--- config.mk ---
export PLATFORM = sky130hd
export DESIGN_NAME = serial_subtractor_flat
export DESIGN_NICKNAME = d
export VERILOG_FILES = /design/src/rtl/serial_subtractor_if.sv /design/src/rtl/serial_subtractor.sv /design/src/flat_wrapper.sv
export SDC_FILE = /design/constraint.sdc
export NUM_CORES = 1
export LEC_CHECK = 0
export BUFFER_PORTS_ARGS = -buffer_cell sky130_fd_sc_hd__buf_2
export CORE_MARGIN = 5
export CORE_UTILIZATION = 52
export CTS_CLUSTER_DIAMETER = 120
export DETAILED_ROUTE_END_ITERATION = 6
export PLACE_DENSITY = 0.76
export SYNTH_ARGS = -nofsm -noshare
export SYNTH_HDL_FRONTEND = slang
export SYNTH_SLANG_ARGS = --single-unit
--- constraint.sdc ---
create_clock -name CLK100MHZ -period 1.9 [get_ports CLK100MHZ]
set_input_delay 0.38 -clock CLK100MHZ [delete_from_list [all_inputs] [get_ports CLK100MHZ]]
set_output_delay 0.38 -clock CLK100MHZ [all_outputs]
set_load 0.03 [all_outputs]
--- src/rtl/serial_subtractor_if.sv ---
// Handshake and operand/result bundle for the bit-serial subtractor.
// The master drives start and operands; the slave returns status and the result.
interface serial_subtractor_if #(
    parameter int WIDTH = 4
);
    logic             start;
    logic [WIDTH-1:0] a;
    logic [WIDTH-1:0] b;
    logic             busy;
    logic             done;
    logic [WIDTH-1:0] diff;
    logic             borrow;
    logic             ovf;

    modport master (
        output start, a, b,
        input  busy, done, diff, borrow, ovf
    );

    modport slave (
        input  start, a, b,
        output busy, done, diff, borrow, ovf
    );
endinterface

--- src/rtl/serial_subtractor.sv ---
// Bit-serial a - b, LSB first, one full-subtractor cell; signed overflow flag built under SERIAL_SUB_OVERFLOW_EN.
// Latency: done pulses in the cycle after edge k+WIDTH, where edge k accepted start.
// No backpressure: start is sampled only in IDLE and is dropped while busy.
module serial_subtractor #(
    parameter int WIDTH = 4
) (
    input  logic               CLK100MHZ,
    input  logic               CPU_RESETN,
    serial_subtractor_if.slave bus
);
    localparam int CW = $clog2(WIDTH);
    localparam logic [CW-1:0] LAST = CW'(WIDTH - 1);

    localparam logic [1:0] S_IDLE = 2'd0;
    localparam logic [1:0] S_RUN  = 2'd1;
    localparam logic [1:0] S_DONE = 2'd2;

    logic [1:0]       r_state;
    logic [WIDTH-1:0] r_a;
    logic [WIDTH-1:0] r_b;
    logic [WIDTH-1:0] r_res;
    logic [WIDTH-1:0] r_diff;
    logic [CW-1:0]    r_cnt;
    logic             r_br;
    logic             r_borrow;

    logic             w_d;
    logic             w_br_next;
    logic [WIDTH-1:0] w_res_next;

    assign w_d        = r_a[0] ^ r_b[0] ^ r_br;
    assign w_br_next  = (~r_a[0] & r_b[0]) | (~(r_a[0] ^ r_b[0]) & r_br);
    assign w_res_next = {w_d, r_res[WIDTH-1:1]};

    always_ff @(posedge CLK100MHZ or negedge CPU_RESETN) begin
        if (!CPU_RESETN) begin
            r_state  <= S_IDLE;
            r_a      <= '0;
            r_b      <= '0;
            r_res    <= '0;
            r_diff   <= '0;
            r_cnt    <= '0;
            r_br     <= 1'b0;
            r_borrow <= 1'b0;
        end else begin
            case (r_state)
                S_IDLE: begin
                    if (bus.start) begin
                        r_a     <= bus.a;
                        r_b     <= bus.b;
                        r_br    <= 1'b0;
                        r_cnt   <= '0;
                        r_state <= S_RUN;
                    end
                end
                S_RUN: begin
                    r_res <= w_res_next;
                    r_a   <= r_a >> 1;
                    r_b   <= r_b >> 1;
                    r_br  <= w_br_next;
                    r_cnt <= r_cnt + CW'(1);
                    // Publish only on the final bit so the visible result never shows partial data.
                    if (r_cnt == LAST) begin
                        r_diff   <= w_res_next;
                        r_borrow <= w_br_next;
                        r_state  <= S_DONE;
                    end
                end
                S_DONE:  r_state <= S_IDLE;
                default: r_state <= S_IDLE;
            endcase
        end
    end

`ifdef SERIAL_SUB_OVERFLOW_EN
    logic r_a_msb;
    logic r_b_msb;
    logic r_ovf;

    // Operand sign bits are shifted out during RUN, so keep them from the accept edge.
    always_ff @(posedge CLK100MHZ or negedge CPU_RESETN) begin
        if (!CPU_RESETN) begin
            r_a_msb <= 1'b0;
            r_b_msb <= 1'b0;
            r_ovf   <= 1'b0;
        end else begin
            if (r_state == S_IDLE && bus.start) begin
                r_a_msb <= bus.a[WIDTH-1];
                r_b_msb <= bus.b[WIDTH-1];
            end
            if (r_state == S_RUN && r_cnt == LAST) begin
                r_ovf <= (r_a_msb != r_b_msb) && (w_d != r_a_msb);
            end
        end
    end

    assign bus.ovf = r_ovf;
`else
    assign bus.ovf = 1'b0;
`endif

    assign bus.busy   = (r_state != S_IDLE);
    assign bus.done   = (r_state == S_DONE);
    assign bus.diff   = r_diff;
    assign bus.borrow = r_borrow;
endmodule
--- src/flat_wrapper.sv ---
// flat-port wrapper written by rule: the top's interface ports become plain ports
module serial_subtractor_flat 
#(
    parameter int WIDTH = 4
)
  (CLK100MHZ, CPU_RESETN, bus_start, bus_a, bus_b, bus_busy, bus_done, bus_diff, bus_borrow, bus_ovf);
  serial_subtractor_if #(.WIDTH(WIDTH)) bus_i ();
  input  logic CLK100MHZ;
  input  logic CPU_RESETN;
  input wire logic [$bits(bus_i.start)-1:0] bus_start;
  input wire logic [$bits(bus_i.a)-1:0] bus_a;
  input wire logic [$bits(bus_i.b)-1:0] bus_b;
  output wire logic [$bits(bus_i.busy)-1:0] bus_busy;
  output wire logic [$bits(bus_i.done)-1:0] bus_done;
  output wire logic [$bits(bus_i.diff)-1:0] bus_diff;
  output wire logic [$bits(bus_i.borrow)-1:0] bus_borrow;
  output wire logic [$bits(bus_i.ovf)-1:0] bus_ovf;
  assign bus_i.start = bus_start;
  assign bus_i.a = bus_a;
  assign bus_i.b = bus_b;
  assign bus_busy = bus_i.busy;
  assign bus_done = bus_i.done;
  assign bus_diff = bus_i.diff;
  assign bus_borrow = bus_i.borrow;
  assign bus_ovf = bus_i.ovf;
  serial_subtractor #(.WIDTH(WIDTH)) u_core (.CLK100MHZ(CLK100MHZ), .CPU_RESETN(CPU_RESETN), .bus(bus_i));
endmodule
==> results of run 1 <==
[metrics by stage]
step	setup slack (ns)	area (um2)	std cells	power, mW	hold WS (ns)
4_1_cts	0.0828	1090	115	1.92	0.0279
3_5_place_dp	0.377	1060	111	1.71	0.356
6_report	0.0836	1090	115	1.90	0.0131
5_1_grt	0.0137	1090	115	2.05	0.0464
2_1_floorplan	0.434	988	75	1.54	0.0844
3_3_place_gp	0.434	1060	111	1.67	0.351
[cells in the final DEF (no fill, tap or decap)]
cell,Yosys,routed
a221oi_1,3,3
nor3b_1,1,1
nor4b_1,3,3
mux2_2,6,6
clkinv_2,0,1
dfrtp_1,21,21
o21bai_4,1,1
or2_2,1,1
fa_1,1,1
buf_2,2,17
mux2i_1,3,3
clkbuf_4,0,3
nand2b_1,1,1
nand3b_1,2,2
o221a_2,3,3
and4bb_2,1,1
o221ai_1,1,1
inv_1,7,7
or2_1,1,1
a22o_1,2,2
nor2b_1,1,1
o21ba_2,1,1
nand2_1,1,1
a211o_1,1,1
conb_1,1,1
or4b_1,3,3
ha_1,1,1
a21oi_1,1,1
and2b_4,1,1
[routing by layer]
layer | vias up | GRT usage | part of all wire
met5 | - | 0 | 0
met1 | 319 | 0.173 | 0.44
met4 | 0 | 0.0511 | 0.012
met3 | 2 | 0.0249 | 0.033
li1 | 300 | - | -
met2 | 9 | 0.220 | 0.51
[worst min-delay path by stage]
| stage | to | slack [ns] | cells after the start |
|---|---|---|---|
| finish | u_core.r_b[2] | 0.01 | 1 |
| global route | u_core.r_res[2] | 0.05 | 1 |
| CTS | u_core.r_res[3] | 0.03 | 1 |
| detailed placement | u_core.r_res[2] | 0.36 | 1 |
| global placement | u_core.bus.diff[1] | 0.35 | 1 |
| floorplan | u_core.bus.borrow | 0.08 | 0 |
[kinds of logic after synthesis]
family                   count (synthesis)  share of synthesized area
AND/OR/NAND/NOR                         16                      0.132
other                                    1                    0.00379
multiplexers                             9                     0.0987
adder cells (fa/ha/maj)                  2                     0.0329
buffers and inverters                   13                     0.0709
AO/OA/AOI/OAI                           13                      0.130
flip-flops                              21                      0.532
[power breakdown]
group / internal, mW / switching [mW]
clock: 0.0782 / 0.130
combinational: 0.420 / 0.430
sequential: 0.664 / 0.179
[area by class of cell]
| cell class | instances | area [um2] |
|---|---|---|
| fill | 163 | 676 |
| sequential | 21 | 526 |
| multi-input combinational | 41 | 393 |
| timing repair buffer | 17 | 85.1 |
| tap | 25 | 31.3 |
| inverter | 7 | 26.3 |
| clock buffer | 3 | 22.5 |
| clock inverter | 1 | 5.00 |
[flip-flops by register name, indices dropped and copies added, names as in the netlist]
| name | count |
|---|---|
| u_core.r_a | 4 |
| u_core.r_b | 4 |
| u_core.r_cnt | 2 |
| u_core.r_state | 2 |
| u_core.bus.diff | 4 |
| u_core.r_res | 3 |
| u_core.bus.borrow | 1 |
| u_core.r_br | 1 |
==> impl_metrics.env, run 1 <==
export IMPL_cts_sinks=21
export IMPL_r2r_end="u_core.bus.borrow"
export IMPL_synthTopCellsByCount="21 x dfrtp_1, 7 x inv_1, 6 x mux2_2"
export IMPL_period_minus_slack_ns=1.82
export IMPL_chipWidth_um=53.6
export IMPL_synth_area_per_cell_um2=13.2
export IMPL_nNetsFinal=104
export IMPL_post_cts_buffers=0
export IMPL_path_cells="or2_2 > buf_2"
export IMPL_hold_viol=0
export IMPL_ys_seq_area_frac=0.532
export IMPL_cp_top_family="flip-flops"
export IMPL_initial_utilization=0.560
export IMPL_worstPathRequired_ns=1.52
export IMPL_tritoncts="built"
export IMPL_tightest_slew_ns=0.540
export IMPL_ys_top_cells_by_area="dfrtp_1 53%, mux2_2 6.8%, o221a_2 3.4%, mux2i_1 3.0%, or4b_1 3.0%"
export IMPL_vias=630
export IMPL_r2r_start="u_core.r_state[0]"
export IMPL_grtUsageTotal=0.134
export IMPL_synth_fp_nets=88
export IMPL_slew_violations=0
export IMPL_syn_area_um2=988
export IMPL_crit_fanout=18
export IMPL_drtAntennaViolNets=0
export IMPL_firstDrtPassIters=4
export IMPL_ys_seq_elements=21
export IMPL_fmax_mhz=551
export IMPL_clk_path_buf_depth=2
export IMPL_crit_end="bus_busy"
export IMPL_post_route_util=0.617
export IMPL_wirelength_um=1640
export IMPL_worstSkewPairLatency_ns=0.29
export IMPL_detail_route_wl_per_cell_um=14.3
export IMPL_diodes=0
export IMPL_cp_buffers_inverters=1
export IMPL_path_clk_slew_ns=0.12
export IMPL_ff2ff_setup_slack_ns=0.36
export IMPL_worst_clock_skew_ns=0.00576
export IMPL_period_share=0.956
export IMPL_crit_path_start_kind="register"
export IMPL_dieArea_um2=2870
export IMPL_setup_viol_count_final=0
export IMPL_netlist_instances=75
export IMPL_worst_setup_path_end_kind="output pin"
export IMPL_irDropWorstVdd_v=0.000840
export IMPL_ys_types=29
export IMPL_slew_headroom=0.640
export IMPL_crit_start="u_core.r_state[0]"
export IMPL_r2r_cells=2
export IMPL_synth_warnings=0
export IMPL_drive_gt1_frac=0.389
export IMPL_gp_congestion=0.691
export IMPL_static_leakage_power_nw=0.521
export IMPL_antenna_found_initial=0
export IMPL_hold_class="input port to asynchronous set/reset pin"
export IMPL_critPathKind="register to output pin"
export IMPL_cts_hold_buffers=0
export IMPL_numCtsBuffers=3
export IMPL_syn_to_final_growth_pct=10.1
export IMPL_fp_coreArea_um2=1760
export IMPL_synth_top_area_frac=0.532
export IMPL_hpwl_um=1190
export IMPL_grt_pass1_wl_um=2770
export IMPL_fp_dieH_um=53.6
export IMPL_yosysTopAreaCell="dfrtp_1"
export IMPL_cts_resized=0
export IMPL_grt_overflow=0
export IMPL_route_detailed_drc=0
export IMPL_cap_violations=0
export IMPL_cp_arrival_ns=1.44
export IMPL_grt_pass1_vias=593
export IMPL_ctsRootBufferMaster="clkbuf_4"
export IMPL_io_pins=19
export IMPL_fp_row_count=15
export IMPL_async_flop_share=1.00
export IMPL_synth_main_ff_cell="dfrtp_1"
export IMPL_dr_first_iter_drc_count=7
export IMPL_status="complete, no violations"
export IMPL_io_buffers=17
export IMPL_grt_max_degree=22
export IMPL_via_per_inst=5.48
export IMPL_yosysMostFrequentCell="dfrtp_1"
export IMPL_grt_setup_unrepaired="false"
export IMPL_synth_edff_count=0
export IMPL_cts_max_level=1
export IMPL_critPathSlowestCell="dfrtp_1"
export IMPL_fin_setup_tns_ns=0
export IMPL_slowest_delay_ns=0.59
export IMPL_path_depth=2
export IMPL_power_density_nw_per_um2=1750
Power figures use the tool's default switching activity.
==> run 2: changes to the inputs <==
ABC_AREA = 1   (was default)
==> impl_metrics.env, run 2 <==
export IMPL_status="complete, no violations"
export IMPL_cts_resized=0
export IMPL_cp_arrival_ns=1.35
export IMPL_fp_coreArea_um2=1760
export IMPL_grt_pass1_wl_um=2950
export IMPL_hold_class="input port to asynchronous set/reset pin"
export IMPL_fin_ws_ns=0.174
export IMPL_cap_violations=0
export IMPL_synthTopCellsByCount="46 x nand2_1, 21 x dfrtp_1, 17 x inv_1"
export IMPL_io_buffers=17
export IMPL_period_share=0.908
export IMPL_worstPathRequired_ns=1.52
export IMPL_initial_utilization=0.553
export IMPL_yosysTopAreaCell="dfrtp_1"
export IMPL_grt_overflow=0
export IMPL_ys_seq_elements=21
export IMPL_grt_setup_unrepaired="false"
export IMPL_firstDrtPassIters=4
export IMPL_cts_hold_buffers=0
export IMPL_async_flop_share=1.00
export IMPL_post_cts_buffers=0
export IMPL_drive_gt1_frac=0.203
export IMPL_dr_first_iter_drc_count=6
export IMPL_cts_max_level=1
export IMPL_setup_viol_count_final=0
export IMPL_fp_dieH_um=53.3
export IMPL_netlist_instances=116
export IMPL_static_leakage_power_nw=0.625
export IMPL_fp_row_count=15
export IMPL_yosysMostFrequentCell="nand2_1"
export IMPL_synth_area_per_cell_um2=8.41
export IMPL_fin_setup_tns_ns=0
export IMPL_antenna_found_initial=0
export IMPL_detail_route_wl_per_cell_um=11.0
export IMPL_tritoncts="built"
export IMPL_cts_sinks=21
export IMPL_syn_area_um2=976
export IMPL_irDropWorstVdd_v=0.00108
export IMPL_diodes=0
export IMPL_numCtsBuffers=3
export IMPL_via_per_inst=4.53
export IMPL_ys_seq_area_frac=0.538
export IMPL_syn_to_final_growth_pct=10.9
export IMPL_vias=715
export IMPL_slew_violations=0
export IMPL_layout_common_cells="46 x nand2_1, 21 x dfrtp_1, 17 x inv_1, 17 x buf_2, 6 x nand3_1"
export IMPL_ctsRootBufferMaster="clkbuf_4"
export IMPL_synth_main_ff_cell="dfrtp_1"
export IMPL_path_clk_slew_ns=0.12
export IMPL_worstSkewPairLatency_ns=0.31
export IMPL_crit_fanout=11
export IMPL_chipWidth_um=53.3
export IMPL_synth_warnings=0
export IMPL_fmax_mhz=580
export IMPL_crit_path_start_kind="register"
export IMPL_hpwl_um=1270
export IMPL_power_density_nw_per_um2=1720
export IMPL_clk_path_buf_depth=2
export IMPL_gp_congestion=0.777
export IMPL_grtUsageTotal=0.152
export IMPL_nNetsFinal=147
export IMPL_drtAntennaViolNets=0
export IMPL_critPathKind="register to output pin"
export IMPL_period_minus_slack_ns=1.73
export IMPL_io_pins=19
export IMPL_worst_setup_path_end_kind="output pin"
export IMPL_power_mw=1.86
export IMPL_wirelength_um=1730
export IMPL_grt_pass1_vias=682
export IMPL_worst_clock_skew_ns=0.00310
export IMPL_post_route_util=0.613
export IMPL_grt_max_degree=22
export IMPL_layout_commonest_cell="nand2_1"
export IMPL_ys_types=18
export IMPL_pre_cts_ws_ns=0.537
export IMPL_route_detailed_drc=0
export IMPL_ys_top_cells_by_area="dfrtp_1 54%, nand2_1 18%, inv_1 6.5%, nand3_1 3.1%, o21ai_0 2.6%"
export IMPL_dieArea_um2=2840
export IMPL_synth_edff_count=0
export IMPL_synth_fp_nets=129
export IMPL_hold_viol=0
export IMPL_synth_top_area_frac=0.538
==> run 2: changes by cell type after synthesis, sizes merged, moves of 6 or more <==
cell,before,now
inv,7,18
mux2,6,0
nand2,1,49
nand3,0,6
o21ai,0,10
==> run 2: report_power, final <==
part / switching (mW) / total, mW / internal [mW] / leakage [nW]
Combinational: 0.564 / 0.848 / 0.284 / 0.345
Sequential: 0.138 / 0.789 / 0.651 / 0.263
Clock: 0.141 / 0.220 / 0.0786 / 0.0177
Total: 0.843 / 1.86 / 1.01 / 0.625
==> run 2: layout make-up <==
cell class,instances,area (um2)
clock buffers,3,22.5
clock inverters,1,5.00
fillers,170,682
inverters,18,67.6
multi-input cells,73,345
flip-flops and latches,21,526
well taps,25,31.3
repair buffers,17,85.1
==> run 2: routing by layer <==
metal | track usage | vias to the layer above | routed length, um
li1 | - | 384 | -
met1 | 0.181 | 316 | 790
met2 | 0.233 | 11 | 829
met3 | 0.0451 | 4 | 66
met4 | 0.102 | 0 | 45
met5 | 0 | - | 0
==> run 2: worst paths after layout <==
check,from,end,slack (ns),cells after the start
max,u_core.r_state[0],bus_busy,0.17,3
min,CPU_RESETN,u_core.r_a[0],0.002,1
max reg2reg,u_core.r_state[0],u_core.bus.diff[1],0.62,5
min reg2reg,u_core.bus.diff[0],u_core.bus.diff[0],0.49,2
max in group asynchronous,CPU_RESETN,u_core.bus.diff[0],1.58,1
min in group CLK100MHZ,bus_a[3],u_core.r_a[3],0.30,3
==> run 2: cell families (layout without fill, tap and decap cells) <==
family                   Yosys count  count (layout)  synth area share
buffers and inverters             22              39             0.108
other                              1               1           0.00384
AND/OR/NAND/NOR                   58              58             0.251
AO/OA/AOI/OAI                     12              12            0.0654
adder cells (fa/ha/maj)            2               2            0.0333
flip-flops                        21              21             0.538
==> run 2: worst max-delay path: stages (launching register included) <==
cell,delay (ns)
dfrtp_1,0.57
inv_1,0.17
nand2_1,0.10
buf_2,0.19
==> run 2: metrics by stage <==
step / instance area [um2] / cells / hold slack [ns]
floorplan: 976 / 116 / 0.0844
global placement: 1050 / 154 / 0.356
detailed placement: 1050 / 154 / 0.361
CTS: 1080 / 158 / 0.0143
global route: 1080 / 158 / 0.0208
finish: 1080 / 158 / 0.00152
==> run 3: changes to the inputs <==
CORE_UTILIZATION = 25   (was 52)
MAX_ROUTING_LAYER = met4   (was default)
PLACE_DENSITY = 0.45   (was 0.76)
==> impl_metrics.env, run 3 (synthesized netlist as in run 2, its figures left out) <==
export IMPL_dieArea_um2=5250
export IMPL_via_per_inst=4.03
export IMPL_numCtsBuffers=3
export IMPL_grtUsageTotal=0.0838
export IMPL_tritoncts="built"
export IMPL_gp_congestion=0.784
export IMPL_path_clk_slew_ns=0.08
export IMPL_hold_class="input port to asynchronous set/reset pin"
export IMPL_cts_hold_buffers=0
export IMPL_wirelength_um=1870
export IMPL_slew_violations=0
export IMPL_antenna_found_initial=0
export IMPL_cts_max_level=1
export IMPL_cap_violations=0
export IMPL_path_cells="inv_1 > nand2_1 > buf_2"
export IMPL_p_clk_frac=0.152
export IMPL_nFillCells=415
export IMPL_hold_viol=0
export IMPL_pwr_share_comb=0.441
export IMPL_fmax_mhz=598
export IMPL_grt_overflow=0
export IMPL_layout_commonest_cell="nand2_1"
export IMPL_detail_route_wl_per_cell_um=10.3
export IMPL_crit_fanout=11
export IMPL_seqPwrFrac=0.407
export IMPL_ctsRootBufferMaster="clkbuf_8"
export IMPL_grt_pass1_vias=696
export IMPL_post_cts_buffers=0
export IMPL_critPathSlowestCell="dfrtp_1"
export IMPL_grt_max_degree=22
export IMPL_intPower_mw=1.09
export IMPL_period_share=0.879
export IMPL_cts_resized=0
export IMPL_p_sw_frac=0.442
export IMPL_cts_sinks=21
export IMPL_critPathKind="register to output pin"
export IMPL_period_minus_slack_ns=1.67
export IMPL_drive_gt1_frac=0.203
export IMPL_firstDrtPassIters=4
export IMPL_route_detailed_drc=0
export IMPL_chipWidth_um=72.5
export IMPL_worst_setup_path_end_kind="output pin"
export IMPL_worstPathRequired_ns=1.52
export IMPL_status="complete, no violations"
export IMPL_nNetsFinal=147
export IMPL_slowest_delay_ns=0.55
export IMPL_multi_input_area_um2=345
export IMPL_worstSkewPairLatency_ns=0.27
export IMPL_power_density_nw_per_um2=1720
export IMPL_syn_to_final_growth_pct=15.8
export IMPL_io_buffers=17
export IMPL_drtAntennaViolNets=0
export IMPL_hpwl_um=1370
export IMPL_crit_start="u_core.r_state[0]"
export IMPL_io_pins=19
export IMPL_fp_coreArea_um2=3720
export IMPL_r2r_start="u_core.r_state[0]"
export IMPL_layout_common_cells="46 x nand2_1, 21 x dfrtp_1, 17 x inv_1, 17 x buf_2, 6 x nand3_1"
export IMPL_grt_pass1_wl_um=3240
export IMPL_cp_top_family="flip-flops"
export IMPL_crit_path_start_kind="register"
export IMPL_whs_ns=0.0543
export IMPL_worst_clock_skew_ns=0.00613
export IMPL_fp_row_count=22
export IMPL_cp_buffers_inverters=2
export IMPL_diodes=0
export IMPL_fp_dieH_um=72.5
export IMPL_vias=730
export IMPL_grt_setup_unrepaired="false"
export IMPL_initial_utilization=0.263
export IMPL_static_leakage_power_nw=0.633
export IMPL_fin_setup_tns_ns=0
export IMPL_p_switching_mw=0.861
export IMPL_dr_first_iter_drc_count=21
export IMPL_setup_viol_count_final=0
export IMPL_seq_area_um2=526
export IMPL_irDropWorstVdd_v=0.000621
export IMPL_clk_path_buf_depth=2
export IMPL_cp_arrival_ns=1.29
## run 3: cell counts in the layout (fill, tap and decap cells not counted)
No cell type changed its count.
## run 3: path summary, 6_finish.rpt
check / end / slack (ns) / depth (start not counted)
worst max-delay path: bus_busy / 0.23 / 3
min in group CLK100MHZ: u_core.r_b[3] / 0.36 / 3
max in group asynchronous: u_core.r_b[3] / 1.52 / 1
worst max register to register: u_core.bus.diff[2] / 0.61 / 6
worst min-delay path: u_core.r_br / 0.05 / 1
worst min register to register: u_core.bus.diff[0] / 0.47 / 2
## run 3: worst register-to-register path, delay by kind of cell (launching register included)
family / cells / cell delay, ns
simple gates: 4 / 0.40
buf+inv: 2 / 0.30
flops: 1 / 0.55
## run 3: power groups by stage
stage	logic [mW]	clock network [mW]	registers [mW]
CTS	0.884	0.313	0.796
finish	0.858	0.296	0.793
detailed placement	0.880	0	0.802
global placement	0.864	0	0.799
global route	0.992	0.338	0.823
floorplan	0.661	0	0.844
## run 3: layer usage
layer  share of wire  vias up  global-route usage
met5               0        -                   -
met4           0.020        0              0.0369
met3           0.061        5              0.0346
met2            0.39       19               0.113
met1            0.52      329               0.109
li1                -      377                   -
## run 3: per-stage QoR
| step | std cells | power, mW | instance area, um2 | setup WS, ns | utilization |
|---|---|---|---|---|---|
| floorplan | 116 | 1.50 | 976 | 0.598 | - |
| global placement | 177 | 1.66 | 1080 | 0.552 | 0.292 |
| detailed placement | 177 | 1.68 | 1080 | 0.513 | 0.292 |
| CTS | 181 | 1.99 | 1130 | 0.197 | 0.304 |
| global route | 181 | 2.15 | 1130 | 0.128 | 0.304 |
| finish | 181 | 1.95 | 1130 | 0.229 | 0.304 |
## run 3: final cells by class
cell class | count | area share
Clock buffer | 3 | 0.0365
Clock inverter | 1 | 0.00443
Inverter | 18 | 0.0598
Multi-Input combinational cell | 73 | 0.306
Sequential cell | 21 | 0.465
Tap cell | 48 | 0.0532
Timing Repair Buffer | 17 | 0.0753
